[config.mk]
export PLATFORM = sky130hd
export DESIGN_NAME = mem_stage_lsu
export DESIGN_NICKNAME = d
export VERILOG_FILES = /design/src/rtl/lsu_pkg.sv /design/src/rtl/mem_stage_lsu_load_align.sv /design/src/rtl/mem_stage_lsu.sv
export SDC_FILE = /design/constraint.sdc
export NUM_CORES = 1
export LEC_CHECK = 0
export BUFFER_PORTS_ARGS = -buffer_cell sky130_fd_sc_hd__buf_2
export CAP_MARGIN = 20
export CORE_MARGIN = 2
export CORE_UTILIZATION = 52
export DETAILED_ROUTE_END_ITERATION = 16
export GPL_ROUTABILITY_DRIVEN = 0
export PLACE_DENSITY = 0.85
export SLEW_MARGIN = 30
export SYNTH_ARGS = -nofsm -noshare
export SYNTH_HDL_FRONTEND = slang
export SYNTH_HIERARCHICAL = 1
export SYNTH_SLANG_ARGS = --single-unit
export TNS_END_PERCENT = 20
[constraint.sdc]
create_clock -name clk -period 3.5 [get_ports clk]
set_input_delay 0 -clock clk [delete_from_list [all_inputs] [get_ports clk]]
set_output_delay 0 -clock clk [all_outputs]
set_load 0.1 [all_outputs]
[src/rtl/lsu_pkg.sv]
// Shared load/store encodings and LSU FSM state type.
// Optional misalignment checking is enabled with LSU_MISALIGN_CHECK_EN (see mem_stage_lsu).
package lsu_pkg;

    localparam logic [2:0] F3_LB  = 3'b000;
    localparam logic [2:0] F3_LH  = 3'b001;
    localparam logic [2:0] F3_LW  = 3'b010;
    localparam logic [2:0] F3_LBU = 3'b100;
    localparam logic [2:0] F3_LHU = 3'b101;

    typedef enum logic [1:0] {
        LSU_IDLE,
        LSU_REQ,
        LSU_WAIT,
        LSU_DONE
    } lsu_state_e;

endpackage

[src/rtl/mem_stage_lsu_load_align.sv]
// Combinational load lane extraction and sign/zero extension of a 32-bit read word.
module lsu_load_align
    import lsu_pkg::*;
#(
    parameter int WIDTH = 32
) (
    input  logic [WIDTH-1:0] rdata_i,
    input  logic [1:0]       addr_lo_i,
    input  logic [2:0]       funct3_i,
    output logic [WIDTH-1:0] result_o
);

    logic [7:0]  byte_sel;
    logic [15:0] half_sel;

    always_comb begin
        byte_sel = rdata_i[{addr_lo_i, 3'b000} +: 8];
        // Halfwords pick by a[1] only; a[0] never shifts the lane.
        half_sel = addr_lo_i[1] ? rdata_i[31:16] : rdata_i[15:0];
        case (funct3_i)
            F3_LB:   result_o = {{(WIDTH-8){byte_sel[7]}}, byte_sel};
            F3_LBU:  result_o = {{(WIDTH-8){1'b0}}, byte_sel};
            F3_LH:   result_o = {{(WIDTH-16){half_sel[15]}}, half_sel};
            F3_LHU:  result_o = {{(WIDTH-16){1'b0}}, half_sel};
            F3_LW:   result_o = rdata_i;
            default: result_o = rdata_i;
        endcase
    end

endmodule

[src/rtl/mem_stage_lsu.sv]
// MEM-stage load/store unit: stalls the pipeline across a valid/ready data-bus transaction.
// Define LSU_MISALIGN_CHECK_EN to trap misaligned H/W accesses without touching the bus.
module mem_stage_lsu
    import lsu_pkg::*;
#(
    parameter int WIDTH = 32
) (
    input  logic             clk,
    input  logic             rst_n,
    input  logic [WIDTH-1:0] ALUResult_M,
    input  logic [WIDTH-1:0] WriteData_M,
    input  logic             MemWrite_M,
    input  logic             MemRead_M,
    input  logic [2:0]       Funct3_M,
    output logic [WIDTH-1:0] ReadData_M,
    output logic             Stall_M,
    output logic             MisalignErr_M,
    output logic             dmem_req_valid,
    input  logic             dmem_req_ready,
    output logic             dmem_req_we,
    output logic [WIDTH-1:0] dmem_req_addr,
    output logic [WIDTH-1:0] dmem_req_wdata,
    output logic [3:0]       dmem_req_be,
    input  logic             dmem_rsp_valid,
    input  logic [WIDTH-1:0] dmem_rsp_rdata
);

    lsu_state_e       state_q, state_d;
    logic             access, size_b, size_h, misalign;
    logic [1:0]       a_lo;
    logic [3:0]       be_d, be_q;
    logic [WIDTH-1:0] wdata_d, wdata_q, addr_q, rdata_q, load_ext;
    logic             we_q, err_q;
    logic [2:0]       f3_q;
    logic [1:0]       alo_q;

    assign access = MemRead_M | MemWrite_M;
    assign a_lo   = ALUResult_M[1:0];
    assign size_b = (Funct3_M[1:0] == 2'b00);
    assign size_h = (Funct3_M[1:0] == 2'b01);

`ifdef LSU_MISALIGN_CHECK_EN
    assign misalign = (size_h & a_lo[0]) | (~size_b & ~size_h & (a_lo != 2'b00));
`else
    assign misalign = 1'b0;
`endif

    always_comb begin
        be_d    = 4'b1111;
        wdata_d = WriteData_M;
        if (size_b) begin
            be_d    = 4'b0001 << a_lo;
            wdata_d = {4{WriteData_M[7:0]}};
        end else if (size_h) begin
            be_d    = a_lo[1] ? 4'b1100 : 4'b0011;
            wdata_d = {2{WriteData_M[15:0]}};
        end
    end

    always_comb begin
        state_d        = state_q;
        Stall_M        = 1'b0;
        dmem_req_valid = 1'b0;
        case (state_q)
            LSU_IDLE: begin
                Stall_M = access;
                if (access) state_d = misalign ? LSU_DONE : LSU_REQ;
            end
            LSU_REQ: begin
                Stall_M        = 1'b1;
                dmem_req_valid = 1'b1;
                if (dmem_req_ready) state_d = we_q ? LSU_DONE : LSU_WAIT;
            end
            LSU_WAIT: begin
                Stall_M = 1'b1;
                if (dmem_rsp_valid) state_d = LSU_DONE;
            end
            LSU_DONE: state_d = LSU_IDLE;
            default:  state_d = LSU_IDLE;
        endcase
    end

    lsu_load_align #(.WIDTH(WIDTH)) u_align (
        .rdata_i   (dmem_rsp_rdata),
        .addr_lo_i (alo_q),
        .funct3_i  (f3_q),
        .result_o  (load_ext)
    );

    always_ff @(posedge clk) begin
        if (!rst_n) begin
            state_q <= LSU_IDLE;
            addr_q  <= '0;
            wdata_q <= '0;
            be_q    <= '0;
            we_q    <= 1'b0;
            f3_q    <= '0;
            alo_q   <= '0;
            rdata_q <= '0;
            err_q   <= 1'b0;
        end else begin
            state_q <= state_d;
            err_q   <= 1'b0;
            // Latch the payload once so the bus sees it stable however long ready is held off.
            if (state_q == LSU_IDLE && access) begin
                addr_q  <= {ALUResult_M[WIDTH-1:2], 2'b00};
                wdata_q <= wdata_d;
                be_q    <= be_d;
                we_q    <= MemWrite_M;
                f3_q    <= Funct3_M;
                alo_q   <= a_lo;
                if (misalign) begin
                    err_q <= 1'b1;
                    if (!MemWrite_M) rdata_q <= '0;
                end
            end
            if (state_q == LSU_WAIT && dmem_rsp_valid) rdata_q <= load_ext;
        end
    end

    assign ReadData_M     = rdata_q;
    assign MisalignErr_M  = err_q;
    assign dmem_req_we    = we_q;
    assign dmem_req_addr  = addr_q;
    assign dmem_req_wdata = wdata_q;
    assign dmem_req_be    = be_q;

endmodule
==> results of run 1 <==
stage by stage:
| step | std cells | power, mW | setup slack (ns) | hold WS, ns | utilization |
|---|---|---|---|---|---|
| global placement | 865 | 5.627 | 1.355 | 0.2393 | 0.6355 |
| finish | 947 | 6.639 | 0.9765 | 0.01502 | 0.7329 |
| CTS | 947 | 6.599 | 0.9663 | 0.002389 | 0.7324 |
| global route | 947 | 6.931 | 0.7568 | 0.01633 | 0.7329 |
| floorplan | 597 | 5.151 | 1.104 | 0.1360 | - |
| detailed placement | 866 | 5.750 | 1.202 | 0.2471 | 0.6385 |
state kept, by name (all words and copies together), names as in the netlist:
name            count
dmem_req_be         4
ReadData_M         32
f3_q                3
state_q             2
dmem_req_we         1
alo_q               2
dmem_req_wdata     32
dmem_req_addr      30
layer usage:
| layer | share of wire | vias up | track usage |
|---|---|---|---|
| li1 | - | 2534 | - |
| met1 | 0.38 | 2482 | 0.3541 |
| met2 | 0.49 | 313 | 0.5221 |
| met3 | 0.082 | 70 | 0.05548 |
| met4 | 0.047 | 0 | 0.1694 |
| met5 | 0 | - | 0 |
critical path, cell delays in order (launching register included):
cell	delay (ns)
dfxtp_1	0.38
inv_1	0.15
ha_1	0.28
o21a_2	0.59
buf_12	0.32
o21ai_1	0.09
a21oi_1	0.12
dlygate4sd3_1	0.55
path summary, 6_finish.rpt:
check             depth (start not counted)  slack (ns)                 end
setup / recovery                          7        0.98  dmem_req_wdata[13]
hold / removal                            3        0.02  dmem_req_wdata[17]
setup reg to reg                          7        0.98  dmem_req_wdata[13]
hold reg to reg                           2        0.46   dmem_req_wdata[6]
synthesized netlist by cell type, types with 4 or more instances:
cell type,n
nand2_1,164
dfxtp_1,106
a21oi_1,98
o21ai_1,21
clkbuf_1,18
buf_2,16
a2bb2oi_2,14
mux2i_1,14
nor2_1,14
nor2b_1,12
a31oi_1,11
buf_4,10
a211oi_1,9
a22oi_1,8
o21ai_0,8
a221o_1,6
a2bb2oi_1,6
ha_1,6
nand2b_1,5
o221ai_1,5
buf_1,4
mux2_2,4
o21a_1,4
cell families after synthesis:
group,count (synthesis),synth area share
multiplexers,19,0.04089
other,1,0.0007659
AND/OR/NAND/NOR,209,0.1786
adder cells (fa/ha/maj),6,0.01533
buffers and inverters,56,0.05929
flip-flops,106,0.4334
AO/OA/AOI/OAI,198,0.2717
cell type report:
| type | count | area share |
|---|---|---|
| repair buffers | 274 | 0.2580 |
| clock buffers | 11 | 0.02246 |
| multi-input cells | 435 | 0.3720 |
| inverters | 5 | 0.002970 |
| flip-flops and latches | 106 | 0.3148 |
| well taps | 111 | 0.02061 |
| clock inverters | 5 | 0.009096 |
power groups by stage:
stage / Clock, mW / Sequential, mW / Combinational, mW
global placement: 0 / 1.73 / 3.90
global route: 0.852 / 1.77 / 4.31
detailed placement: 0 / 1.74 / 4.01
CTS: 0.811 / 1.72 / 4.07
floorplan: 0 / 3.71 / 1.44
finish: 0.800 / 1.73 / 4.11
==> results.sh, run 1 <==
export IMPL_place_area_um2=5872
export IMPL_final_area_um2=6740
export IMPL_top_level_ports=209
export IMPL_overflow=0
export IMPL_fin_nets=942
export IMPL_drv_slew=0
export IMPL_worstHoldStart="WriteData_M[17]"
export IMPL_dp_hpwl_mm=9.998
export IMPL_worst_ir_drop_vdd_mv=0.7835
export IMPL_p_leak_nw=3.007
export IMPL_min_path_type="in2reg"
export IMPL_synth_top_cell_by_area="dfxtp_1"
export IMPL_relSlewSlack=0.4317
export IMPL_drc_errors=0
export IMPL_cp_start_kind="register"
export IMPL_seq_area_um2=2122
export IMPL_rsz0062_at_grt="no"
export IMPL_crit_fanout=59
export IMPL_comb_power_share=0.618
export IMPL_grt_max_degree=60
export IMPL_first_global_vias=5271
export IMPL_antenna_left=0
export IMPL_row_count=35
export IMPL_synth_area_um2=4896
export IMPL_internal_power_mw=2.759
export IMPL_end_kind="register"
export IMPL_die_w_um=101.0
export IMPL_ys_seq_area_frac=0.4334
export IMPL_skew_ns=0.01182
export IMPL_final_common_cell="buf_2"
export IMPL_clock_path_buffers=2
export IMPL_fmax_mhz=396.3
export IMPL_drtIter0Drc=236
export IMPL_antenna_cells=0
export IMPL_layout_common_cells="205 x buf_2, 163 x nand2_1, 106 x dfxtp_1"
export IMPL_wl_per_cell_um=16.56
export IMPL_startpoint="state_q[0]"
export IMPL_n_fill_cell=674
export IMPL_grt_usage=0.3031
export IMPL_synthCells=595
export IMPL_tightest_slew_ns=0.8512
export IMPL_via_per_inst=5.701
export IMPL_p_seq_frac=0.261
export IMPL_crit_arrival_ns=2.84
export IMPL_clockPowerShare=0.120
export IMPL_layout_drive_gt1_share=0.3098
export IMPL_switching_share=0.5844
export IMPL_setup_viol=0
export IMPL_dieArea_um2=10210
export IMPL_ys_flop_type="dfxtp_1"
export IMPL_multiInputGateArea_um2=2507
export IMPL_run_status="completed"
export IMPL_route_vias_total=5399
export IMPL_pwr_density_cell_nw_per_um2=985.0
export IMPL_cts_made_buffers=9
export IMPL_p_sw_mw=3.880
export IMPL_synth_cell_types=47
export IMPL_port_buffers=205
export IMPL_finalSetupTns_ns=0
export IMPL_syn_to_final_growth_pct=37.67
export IMPL_die_h_um=101.0
export IMPL_r2r_start="state_q[0]"
export IMPL_floorplan_core_area_um2=9196
export IMPL_cts_sinks=106
export IMPL_cts_tree="done"
export IMPL_critPathRequiredTime_ns=3.82
export IMPL_post_cts_resized=0
export IMPL_drtPass1Iterations=5
export IMPL_grt_pass1_wl_mm=24.65
export IMPL_clock_latency_ns=0.36
export IMPL_cap_violations=0
export IMPL_antenna_found_initial=0
export IMPL_start_util=0.5324
export IMPL_synth_top_area_frac=0.4334
export IMPL_path_clk_slew_ns=0.11
export IMPL_syn_avg_cell_area_um2=8.228
export IMPL_post_route_period_util=0.7210
export IMPL_synth_top_cells_by_area="dfxtp_1 43%, nand2_1 13%, a21oi_1 10%, a2bb2oi_2 4.3%, mux2i_1 2.9%"
export IMPL_async_reset_ff_frac=0
export IMPL_hold_viol_final=0
export IMPL_period_needed_ns=2.523
export IMPL_yosysWarnings=6
export IMPL_wirelength_mm=15.68
export IMPL_ys_seq_elements=106
export IMPL_path_class="reg2reg"
export IMPL_htreeDepth=3
export IMPL_synth_edff_count=0
export IMPL_cts_root_buffer="clkbuf_8"
export IMPL_cts_setup_buffers=0
export IMPL_holdBufCountCts=65
Note: power is estimated with default switching activity, not from simulation.
==> run 2: changes to the inputs <==
CORE_UTILIZATION = 48   (was 52)
PLACE_DENSITY = 0.79   (was 0.85)
clock period = 2.6 ns   (was 3.5 ns; I/O delays follow)
==> results.sh, run 2 (synthesized netlist as in run 1, its figures left out) <==
export IMPL_final_common_cell="buf_2"
export IMPL_fmax_mhz=424.7
export IMPL_use_met3=0.04991
export IMPL_n_fill_cell=795
export IMPL_route_vias_total=5343
export IMPL_skew_ns=0.009413
export IMPL_p_total_mw=8.840
export IMPL_final_area_um2=6777
export IMPL_worstHoldStart="dmem_rsp_rdata[10]"
export IMPL_floorplan_core_area_um2=9819
export IMPL_post_route_period_util=0.9055
export IMPL_wl_per_cell_um=16.19
export IMPL_htreeDepth=3
export IMPL_rsz0062_at_grt="no"
export IMPL_clock_latency_ns=0.36
export IMPL_fin_nets=947
export IMPL_start_util=0.4986
export IMPL_top_usage_layer="met2"
export IMPL_finalSetupTns_ns=0
export IMPL_startpoint="state_q[0]"
export IMPL_pwr_density_cell_nw_per_um2=1304
export IMPL_cap_violations=0
export IMPL_path_class="reg2reg"
export IMPL_syn_to_final_growth_pct=38.41
export IMPL_hold_viol_final=0
export IMPL_p_leak_nw=3.013
export IMPL_max_stage_delay_ns=0.57
export IMPL_die_h_um=105.0
export IMPL_wirelength_mm=15.75
export IMPL_port_buffers=205
export IMPL_grtUsageMet1=0.3358
export IMPL_antenna_cells=0
export IMPL_crit_slowest_cell="dlygate4sd3_1"
export IMPL_drtPass1Iterations=5
export IMPL_worst_ir_drop_vdd_mv=0.7790
export IMPL_layout_drive_gt1_share=0.3107
export IMPL_clock_path_buffers=2
export IMPL_critPathRequiredTime_ns=2.91
export IMPL_row_count=36
export IMPL_path_clk_slew_ns=0.11
export IMPL_end_kind="register"
export IMPL_overflow=0
export IMPL_run_status="completed"
export IMPL_cts_root_buffer="clkbuf_8"
export IMPL_fin_util=0.6901
export IMPL_drc_errors=0
export IMPL_antenna_left=0
export IMPL_antenna_found_initial=0
export IMPL_drtIter0Drc=301
export IMPL_path_buf_inv=3
export IMPL_cts_sinks=106
export IMPL_dp_hpwl_mm=10.12
export IMPL_die_w_um=105.0
export IMPL_post_cts_resized=0
export IMPL_cts_made_buffers=9
export IMPL_setup_viol=0
export IMPL_relSlewSlack=0.4293
export IMPL_drv_slew=0
export IMPL_min_path_type="in2reg"
export IMPL_tightest_slew_ns=0.8560
export IMPL_cp_start_kind="register"
export IMPL_gr_usage_met2=0.4963
export IMPL_crit_arrival_ns=2.66
export IMPL_period_needed_ns=2.354
export IMPL_r2r_start="state_q[0]"
export IMPL_grt_usage=0.2849
export IMPL_dieArea_um2=11020
export IMPL_top_level_ports=209
export IMPL_crit_chain="inv_1, ha_1, o21a_2, buf_4, o21ai_1, a21oi_1, dlygate4sd3_1"
export IMPL_grt_max_degree=60
export IMPL_place_area_um2=5931
export IMPL_via_per_inst=5.491
export IMPL_crit_family="buffers and inverters"
export IMPL_grt_pass1_wl_mm=25.77
export IMPL_crit_fanout=59
export IMPL_cts_tree="done"
export IMPL_first_global_vias=5361
export IMPL_whs_ns=0.01769
export IMPL_layout_common_cells="205 x buf_2, 164 x nand2_1, 106 x dfxtp_1"
==> run 2: cell count changes in the layout (fill, tap and decap cells not counted) <==
cell	delta
buf_4	+4
inv_6	+2
clkinvlp_4	+1
dlygate4sd3_1	+1
clkinv_2	-2
nand2_1	+1
clkinv_4	-2
bufinv_16	-1
nand2_2	-1
inv_2	+1
==> run 2: worst paths after layout <==
path	end	slack, ns	depth (start not counted)
max	dmem_req_wdata[15]	0.25	7
min	ReadData_M[10]	0.02	4
max reg2reg	dmem_req_wdata[15]	0.25	7
min reg2reg	dmem_req_addr[11]	0.46	2
==> run 2: area by class of cell <==
cell class | count | area (um^2) | area share
Tap cell | 133 | 166.4 | 0.02456
Clock inverter | 4 | 33.78 | 0.004985
Multi-Input combinational cell | 435 | 2505 | 0.3696
Inverter | 5 | 18.77 | 0.002770
Timing Repair Buffer | 279 | 1779 | 0.2626
Sequential cell | 106 | 2122 | 0.3131
Clock buffer | 11 | 151.4 | 0.02234
==> run 2: what timing repair did <==
action                                  CTS  global route
endpoints found under the setup margin    0             0
hold endpoints to repair                 69             0
buffers inserted                          0             0
hold buffers                             66             0
==> run 2: worst min-delay path, stage by stage <==
cell	delay [ns]
buf_2	0.12
a2bb2oi_2	0.12
nand2_1	0.05
a21oi_1	0.05
==> run 2: power by group <==
part | internal [mW] | leakage [nW] | total, mW | switching, mW
sequential | 2.04 | 0.870 | 2.32 | 0.276
combinational | 1.18 | 2.05 | 5.55 | 4.37
clock | 0.407 | 0.0928 | 0.977 | 0.570
==> run 2: per-stage QoR <==
step | setup WS [ns] | std cells
floorplan | 0.2040 | 597
global placement | 0.6237 | 891
detailed placement | 0.5624 | 892
CTS | 0.2985 | 973
global route | 0.06291 | 973
finish | 0.2456 | 973
==> run 2: per-layer routing <==
layer	up-vias	wire, um
met5	-	0
met4	0	663
met3	62	1194
met2	280	7687
met1	2463	6209
li1	2538	-
